`src/rtl/acondicionador_botones_pkg.sv`:
```
// Shared types and button indices for the button-conditioning stage.
// Optional build macro: BTN_ACTIVE_LOW_EN (pins read as pressed when low).
package acondicionador_botones_pkg;

   typedef enum logic [2:0] {
      IDLE,
      PRESS_DB,
      PRESSED,
      HELD,
      REL_DB
   } btn_state_e;

   localparam int BTN_DORMIR   = 0;
   localparam int BTN_COMIDA   = 1;
   localparam int BTN_MEDICINA = 2;
   localparam int BTN_CARINO   = 3;

endpackage

```
`src/rtl/antirrebote_boton.sv`:
```
// One button: two-flop synchronizer, debounce counter and press/hold FSM.
// With BTN_ACTIVE_LOW_EN defined the pin is inverted ahead of the synchronizer.
module antirrebote_boton
   import acondicionador_botones_pkg::*;
#(
   parameter int DEBOUNCE_CYCLES = 250000,
   parameter int HOLD_CYCLES     = 1500000
) (
   input  logic clk_i,
   input  logic reset_i,
   input  logic raw_i,
   output logic level_o,
   output logic press_o,
   output logic release_o,
   output logic hold_o,
   output logic hold_pulse_o
);

   localparam int DW = $clog2(DEBOUNCE_CYCLES);
   localparam int HW = $clog2(HOLD_CYCLES);
   localparam logic [DW-1:0] DB_ONE    = DW'(1);
   localparam logic [DW-1:0] DB_LAST   = DW'(DEBOUNCE_CYCLES - 1);
   localparam logic [HW-1:0] HOLD_LAST = HW'(HOLD_CYCLES - 1);

   logic pin;
`ifdef BTN_ACTIVE_LOW_EN
   assign pin = ~raw_i;
`else
   assign pin = raw_i;
`endif

   btn_state_e    state_q;
   logic          s1_q, s2_q;
   logic [DW-1:0] db_cnt_q;
   logic [HW-1:0] hold_cnt_q;
   logic          level_q, press_q, release_q, hold_q, hold_pulse_q;

   always_ff @(posedge clk_i) begin
      if (reset_i) begin
         s1_q         <= 1'b0;
         s2_q         <= 1'b0;
         state_q      <= IDLE;
         db_cnt_q     <= '0;
         hold_cnt_q   <= '0;
         level_q      <= 1'b0;
         press_q      <= 1'b0;
         release_q    <= 1'b0;
         hold_q       <= 1'b0;
         hold_pulse_q <= 1'b0;
      end else begin
         s1_q         <= pin;
         s2_q         <= s1_q;
         press_q      <= 1'b0;
         release_q    <= 1'b0;
         hold_pulse_q <= 1'b0;
         case (state_q)
            IDLE: begin
               // The sample that opens the window already counts as one stable cycle.
               if (s2_q) begin
                  state_q  <= PRESS_DB;
                  db_cnt_q <= DB_ONE;
               end
            end
            PRESS_DB: begin
               if (!s2_q) begin
                  state_q  <= IDLE;
                  db_cnt_q <= '0;
               end else if (db_cnt_q == DB_LAST) begin
                  state_q  <= PRESSED;
                  db_cnt_q <= '0;
                  level_q  <= 1'b1;
                  press_q  <= 1'b1;
               end else begin
                  db_cnt_q <= db_cnt_q + DB_ONE;
               end
            end
            PRESSED: begin
               if (!s2_q) begin
                  state_q  <= REL_DB;
                  db_cnt_q <= DB_ONE;
               end else if (hold_cnt_q == HOLD_LAST) begin
                  state_q      <= HELD;
                  hold_q       <= 1'b1;
                  hold_pulse_q <= 1'b1;
               end else begin
                  hold_cnt_q <= hold_cnt_q + HW'(1);
               end
            end
            HELD: begin
               if (!s2_q) begin
                  state_q  <= REL_DB;
                  db_cnt_q <= DB_ONE;
               end
            end
            REL_DB: begin
               // hold_q is still set here only if we came from HELD.
               if (s2_q) begin
                  state_q  <= hold_q ? HELD : PRESSED;
                  db_cnt_q <= '0;
               end else if (db_cnt_q == DB_LAST) begin
                  state_q    <= IDLE;
                  db_cnt_q   <= '0;
                  hold_cnt_q <= '0;
                  level_q    <= 1'b0;
                  hold_q     <= 1'b0;
                  release_q  <= 1'b1;
               end else begin
                  db_cnt_q <= db_cnt_q + DB_ONE;
               end
            end
            default: state_q <= IDLE;
         endcase
      end
   end

   assign level_o      = level_q;
   assign press_o      = press_q;
   assign release_o    = release_q;
   assign hold_o       = hold_q;
   assign hold_pulse_o = hold_pulse_q;

endmodule

```
`src/rtl/acondicionador_botones.sv`:
```
// Conditions NUM_BTN raw push-buttons into debounced levels, press/release and long-press pulses.
// Build macro BTN_ACTIVE_LOW_EN selects active-low pins; outputs are always active-high.
module acondicionador_botones
   import acondicionador_botones_pkg::*;
#(
   parameter int NUM_BTN         = 4,
   parameter int DEBOUNCE_CYCLES = 250000,
   parameter int HOLD_CYCLES     = 1500000
) (
   input  logic               clk,
   input  logic               reset,
   input  logic [NUM_BTN-1:0] btn_raw,
   output logic [NUM_BTN-1:0] btn_level,
   output logic [NUM_BTN-1:0] btn_press,
   output logic [NUM_BTN-1:0] btn_release,
   output logic [NUM_BTN-1:0] btn_hold,
   output logic [NUM_BTN-1:0] btn_hold_pulse
);

   for (genvar b = 0; b < NUM_BTN; b++) begin : g_btn
      antirrebote_boton #(
         .DEBOUNCE_CYCLES(DEBOUNCE_CYCLES),
         .HOLD_CYCLES    (HOLD_CYCLES)
      ) u_btn (
         .clk_i       (clk),
         .reset_i     (reset),
         .raw_i       (btn_raw[b]),
         .level_o     (btn_level[b]),
         .press_o     (btn_press[b]),
         .release_o   (btn_release[b]),
         .hold_o      (btn_hold[b]),
         .hold_pulse_o(btn_hold_pulse[b])
      );
   end

endmodule
```
`config.mk`:
```
export PLATFORM = sky130hd
export DESIGN_NAME = acondicionador_botones
export DESIGN_NICKNAME = d
export VERILOG_FILES = /design/src/rtl/acondicionador_botones_pkg.sv /design/src/rtl/antirrebote_boton.sv /design/src/rtl/acondicionador_botones.sv
export SDC_FILE = /design/constraint.sdc
export NUM_CORES = 1
export LEC_CHECK = 0
export BUFFER_PORTS_ARGS = -buffer_cell sky130_fd_sc_hd__buf_2
export CELL_PAD_IN_SITES_DETAIL_PLACEMENT = 2
export CELL_PAD_IN_SITES_GLOBAL_PLACEMENT = 2
export CORE_ASPECT_RATIO = 0.75
export CORE_MARGIN = 2
export CORE_UTILIZATION = 30
export CTS_CLUSTER_DIAMETER = 50
export DETAILED_ROUTE_END_ITERATION = 12
export GPL_TIMING_DRIVEN = 0
export PLACE_DENSITY_LB_ADDON = 0.1
export REMOVE_ABC_BUFFERS = 1
export SLEW_MARGIN = 20
export SYNTH_ARGS = -nofsm -noshare
export SYNTH_HDL_FRONTEND = slang
export SYNTH_SLANG_ARGS = --single-unit
```
`constraint.sdc`:
```
create_clock -name clk -period 6.7 [get_ports clk]
set_input_delay 0.335 -clock clk [delete_from_list [all_inputs] [get_ports clk]]
set_output_delay 0.335 -clock clk [all_outputs]
set_load 0.005 [all_outputs]
```
# Word-level counts from Yosys, hierarchy flattened
# Cells that the tools add are included.
[word_totals]
reg_bits = 196
input_bits = 6
output_inout_bits = 20
word_cells = 316
[classes]
addsub = 8
n_eq_ne = 76
muxes = 124
bitwise = 16
n_reduce_logical = 52
[op_table]
columns = ["op", "n"]
rows = [
  ["$mux W18", 20],
  ["$mux W21", 16],
  ["$pmux W18 S4", 4],
  ["$pmux W21 S2", 4],
  ["$mux W3", 32],
  ["$add A21 B1 Y21 const B", 4],
  ["$eq A21 B21 Y1 const B", 4],
  ["$reduce_and A5 Y1", 16],
  ["$add A18 B1 Y18 const B", 4],
  ["$eq A18 B18 Y1 const B", 4],
  ["$pmux W3 S5", 4],
  ["$ne A2 B1 Y1 const B", 24],
  ["$mux W1", 36],
  ["$reduce_or A3 Y1", 12],
  ["$ne A2 B2 Y1 const B", 16],
  ["$eq A3 B2 Y1 const B", 8],
  ["$ne A3 B3 Y1 const B", 8],
  ["$not A1 Y1", 16],
  ["$pmux W1 S2", 8],
  ["$reduce_bool A2 Y1", 8],
  ["$reduce_bool A4 Y1", 4],
  ["$eq A3 B1 Y1 const B", 4],
  ["$eq A3 B3 Y1 const B", 4],
  ["$logic_not A3 Y1", 4],
  ["other kinds (3)", 12],
]

# Longest topological paths before layout
[depth]
ltp_word = 4
ltp_mapped = 9
mapped_depth_nobuf = 7

# By module
# From an unflattened synthesis, not the netlist that was laid out.
[hier_totals]
hier_cells = 1257
hier_area_um2 = 10611.4
[by_module_without_submodules]
columns = ["module", "instances", "cells_each", "area_per_inst_um2", "seq_area_each_um2"]
rows = [
  ["antirrebote_boton (g_btn[0].u_btn ...)", 3, 317, 2681.3, 980.9],
  ["antirrebote_boton (g_btn[3].u_btn)", 1, 306, 2567.5, 980.9],
]

# Worst setup path before layout
# Ideal clock, no wire load.
[synth_timing]
path_type = "register -> register"
from = "register g_btn[1].u_btn.db_cnt_q[0]"
to = "register g_btn[1].u_btn.hold_cnt_q[11]"
setup_ns = 0.059
arrival_time_ns = 2.305
required_time_ns = 6.641
path_slack_ns = 4.335
path_stages_with_launch = 9
path_buffers = 1
period_less_slack_ns = 2.365
path_cell_list = "dfxtp_1 ha_1 nand2_1 or4b_1 nor4_2 buf_2 o211ai_1 or4_1 nand2_1"
[synth_between]
elab_chain_len = 3
[synth_rtl]
columns = ["element", "line", "source"]
rows = [
  ["start: declaration", "antirrebote_boton.sv:34", "logic [DW-1:0] db_cnt_q;"],
  ["start signal: assignment", "antirrebote_boton.sv:74", "db_cnt_q <= db_cnt_q + DB_ONE;"],
  ["start signal: assignment", "antirrebote_boton.sv:108", "db_cnt_q <= db_cnt_q + DB_ONE;"],
  ["$eq A18 B18 Y1", "antirrebote_boton.sv:100", "end else if (db_cnt_q == DB_LAST) begin"],
  ["$ne A2 B1 Y1 (no source line)", "--", ""],
  ["$reduce_and A5 Y1 (no source line)", "--", ""],
  ["end signal: assignment", "antirrebote_boton.sv:86", "hold_cnt_q <= hold_cnt_q + HW'(1);"],
  ["end: declaration", "antirrebote_boton.sv:35", "logic [HW-1:0] hold_cnt_q;"],
]
# Every way passes these cells.
# A chain may end at the register's enable or synchronous reset.

# Final worst setup path
[layout_timing]
from = "register g_btn[2].u_btn.state_q[2]"
to = "register g_btn[2].u_btn.hold_cnt_q[20]"
[layout_between]
elab_chain_len = 3
word_cells_on_any_way = 9
cone_classes = "6 x eq/ne; 1 x mux; 2 x reduce/logical"
[layout_rtl]
columns = ["element", "line", "source"]
rows = [
  ["start: declaration", "antirrebote_boton.sv:32", "btn_state_e state_q;"],
  ["start signal: assignment", "antirrebote_boton.sv:98", "state_q <= hold_q ? HELD : PRESSED;"],
  ["$eq A3 B2 Y1 / $eq A3 B3 Y1 (equally long branches)", "antirrebote_boton.sv:56", "case (state_q)"],
  ["$ne A2 B2 Y1 (no source line) (tied with other cells)", "--", ""],
  ["$reduce_and A5 Y1 (no source line)", "--", ""],
  ["end signal: assignment", "antirrebote_boton.sv:86", ""],
  ["end: declaration", "antirrebote_boton.sv:35", ""],
]
# Several ways; a longest one is shown, not always the timed one.

==> impl_metrics.csv <==
group,metric,value,unit
synthesis,ys_types,66,
clock_tree,clk_pin_slew,0.08,ns
global_routing,grt_overflow_total,0,
clock_tree,cts_resized,0,
synthesis,synthAdderAreaFrac,0.01025,
placed_design,hpwlAfterDp,19.04,mm
worst_setup_path,timing.rr.start,"g_btn[2].u_btn.state_q[2]",
timing,slew_headroom,0.3042,
timing,holdWs,0.08748,ns
floorplan,core,0.03224,mm2
pwr,cellLeakagePower,3.497,nW
synthesis,synth_edf_count,0,
clock_tree,cts_root_buffer,"clkbuf_16",
synthesis,synthMuxAreaShare,0.005124,
timing,tns,0,ns
worst_setup_path,required,7.07,ns
floorplan,dieWidth,212.3,um
synthesis,postSynthCellCount,1202,
synthesis,yosys.area_share.xor_xnor,0.06636,
timing,finalCritPeriodShare,0.4494,
synthesis,yosys.area_share.simple,0.3159,
global_routing,grt_max_degree,47,
synthesis,synth_seq_cells,196,
synthesis,synth_ff_type,"dfxtp_1",
synthesis,yosysSeqAreaShare,0.4017,
timing,grt_setup_unrepaired,"no",
timing,fmax,332.1,MHz
placed_design,place_congestion,0.7022,
global_routing,grt_pass1_wl,46.59,mm
route,wirelength,27.32,mm
route,wire_per_inst,16.78,um
clock_tree,cts_tree,"yes",
outcome,outcome,"complete, no violations",
global_routing,grt_pass1_vias,8954,
final_layout,num_antenna_cells,0,
final_layout,largestRegisters,"g_btn.u_btn.hold_cnt_q: 84 flops, g_btn.u_btn.db_cnt_q: 72 flops, g_btn.u_btn.state_q: 12 flops",
timing,finalSetupViolCount,0,
timing,min_period,3.011,ns
final_layout,area_growth,10.49,%
min_path,holdPathEnd,"g_btn[1].u_btn.s1_q",
worst_setup_path,start_kind,"flip-flop",
pwr,max-vdd-ir-drop,89.42,uV
floorplan,dieArea,0.03403,mm2
run,max-cap-violations,0,
clock_tree,clkSinkCount,196,
final_layout,regMostFlops,"g_btn.u_btn.hold_cnt_q",
clock_tree,postCtsSetupBuffers,0,
route,via_count,8692,
synthesis,synth-compound-area-share,0.1535,
final_layout,largest_reg_flops,84,
synthesis,yosys_warnings,0,
clock_tree,clk_latency,0.45,ns
synthesis,synthArstFlopShare,0,
floorplan,num_rows,57,
clock_tree,hold_buffers,0,
floorplan,initial_core_util,0.3030,
worst_setup_path,reg2reg_to,"g_btn[2].u_btn.hold_cnt_q[20]",
floorplan,die_y,160.3,um
synthesis,syn_area_per_cell,8.126,um2
clock_tree,cts-buffers-inserted,17,
clock_tree,htree_levels,4,
floorplan,pin_count,26,
route,drt-vias-per-instance,5.339,
route,firstDrtPassIters,4,
worst_setup_path,reg2reg_depth,6,
worst_setup_path,end_kind,"flip-flop",
timing,final.setup_skew,0.01218,ns
worst_setup_path,path_class,"flip-flop to flip-flop",
timing,tightestPinTransition,1.039,ns
clock_tree,cts.path.max_buffers,2,
synthesis,syn_area,0.009767,mm2
route,drtIter0Drc,366,
final_layout,drive_gt1_frac,0.07673,
timing,drv_slew,0,
global_routing,antenna_found_initial,0,
worst_setup_path,worstPathArrival,3.38,ns
min_path,holdPathStages,2,
worst_setup_path,crit_fanout,13,
timing,hold_viol,0,
final_layout,finalNetCount,1187,
global_routing,grt_use_total,0.1675,
synthesis,synth_top_family_by_area,"simple AND/OR/NAND/NOR gates",
route,drtAntennaViolNets,0,
worst_setup_path,r2r_slack,3.69,ns
pwr,p_per_area,216.6,mW/mm2
min_path,min_path_type,"primary input to flip-flop",
placed_design,port_buffers,25,
route,remaining_drc_errors,0,
min_path,worstHoldStart,"btn_raw[1]",
## metrics by stage
step,instance area [um2],power [W],setup WS (ns),util,cells
finish,10790,0.002337,3.689,0.3348,1628
global placement,10060,0.001256,2.815,0.3122,1592
detailed placement,10140,0.001260,3.383,0.3147,1595
global route,10790,0.002437,3.401,0.3348,1628
CTS,10770,0.002387,3.306,0.3340,1627
floorplan,9385,0.001229,4.071,-,1125
## routing by layer
metal	routed length, um	share of wire	up-vias	GRT usage
li1	-	-	4273	-
met1	14460	0.53	4370	0.2391
met2	12170	0.45	34	0.2605
met3	445	0.016	15	0.03009
met4	243	0.0089	0	0.04069
met5	0	0	-	0
## critical path, cell delays in order, from the launching register on
cell and delay (ns):
dfxtp_1 0.58, inv_1 0.17, or2_1 0.37, nor4_4 0.54
o211ai_1 0.53, or4_1 0.56, a21oi_1 0.18
## cells in the mapped netlist (12+ instances only)
cell type  number  area share
and3_1         24       0.015
nand2_1        91       0.035
nand4_1        34       0.022
inv_1          20      0.0077
o211ai_1       23       0.018
xnor2_1        20       0.018
nor4_1         17       0.011
buf_4          20       0.015
a21oi_1        82       0.042
nor3_1         31       0.016
clkbuf_1       48       0.018
o21ai_0        62       0.032
or3_1          35       0.022
nor2b_1        17       0.011
or4_1          19       0.015
nor2_1        165       0.063
and4_1         12       0.011
xor2_1         54       0.048
nand3_1        59       0.030
dfxtp_1       196        0.40
o2111ai_1      13       0.012
## worst max-delay path by stage
stage | slack [ns] | start | cells past startpoint | to
CTS | 3.31 | g_btn[1].u_btn.db_cnt_q[0] | 7 | g_btn[1].u_btn.hold_cnt_q[20]
global placement | 2.82 | reset | 4 | g_btn[1].u_btn.db_cnt_q[2]
finish | 3.69 | g_btn[2].u_btn.state_q[2] | 6 | g_btn[2].u_btn.hold_cnt_q[20]
global route | 3.40 | g_btn[2].u_btn.state_q[2] | 6 | g_btn[2].u_btn.hold_cnt_q[20]
detailed placement | 3.38 | g_btn[1].u_btn.db_cnt_q[0] | 7 | g_btn[1].u_btn.hold_cnt_q[20]
floorplan | 4.07 | g_btn[3].u_btn.s2_q | 6 | g_btn[3].u_btn.hold_cnt_q[0]
## kinds of logic (layout without fill, tap and decap cells)
kind of cell / after synthesis / in the layout
muxes: 5 / 5
DFF: 196 / 196
xor gates and xnor gates: 74 / 74
AOI/OAI and AO/OA: 242 / 242
and+or+nand+nor: 579 / 579
adders and majority gates: 8 / 8
buffers and inverters: 98 / 82
## layout make-up
| cell class | count | area, um2 |
|---|---|---|
| inverters | 21 | 78.83 |
| multi-input cells | 908 | 5431 |
| repair buffers | 29 | 181.4 |
| well taps | 442 | 553.0 |
| clock buffers | 19 | 452.9 |
| fillers | 3719 | 21440 |
| clock inverters | 13 | 170.2 |
| flip-flops and latches | 196 | 3924 |
## layout by cell type, fill, tap and decap left out, types with 31 or more instances in the layout
master,Yosys,layout
a21oi_1,82,81
dfxtp_1,196,196
nand2_1,91,91
nand3_1,59,59
nand4_1,34,34
nor2_1,165,165
nor3_1,31,31
o21ai_0,62,60
or3_1,35,35
xor2_1,54,54
## power by group
part / internal [W] / switching (W) / total (W) / leakage, nW
logic: 0.0000138 / 0.0000399 / 0.0000537 / 1.62
clock network: 0.000613 / 0.000493 / 0.00111 / 0.297
registers: 0.00117 / 0.00000875 / 0.00118 / 1.58
Power figures use the tool's default switching activity.
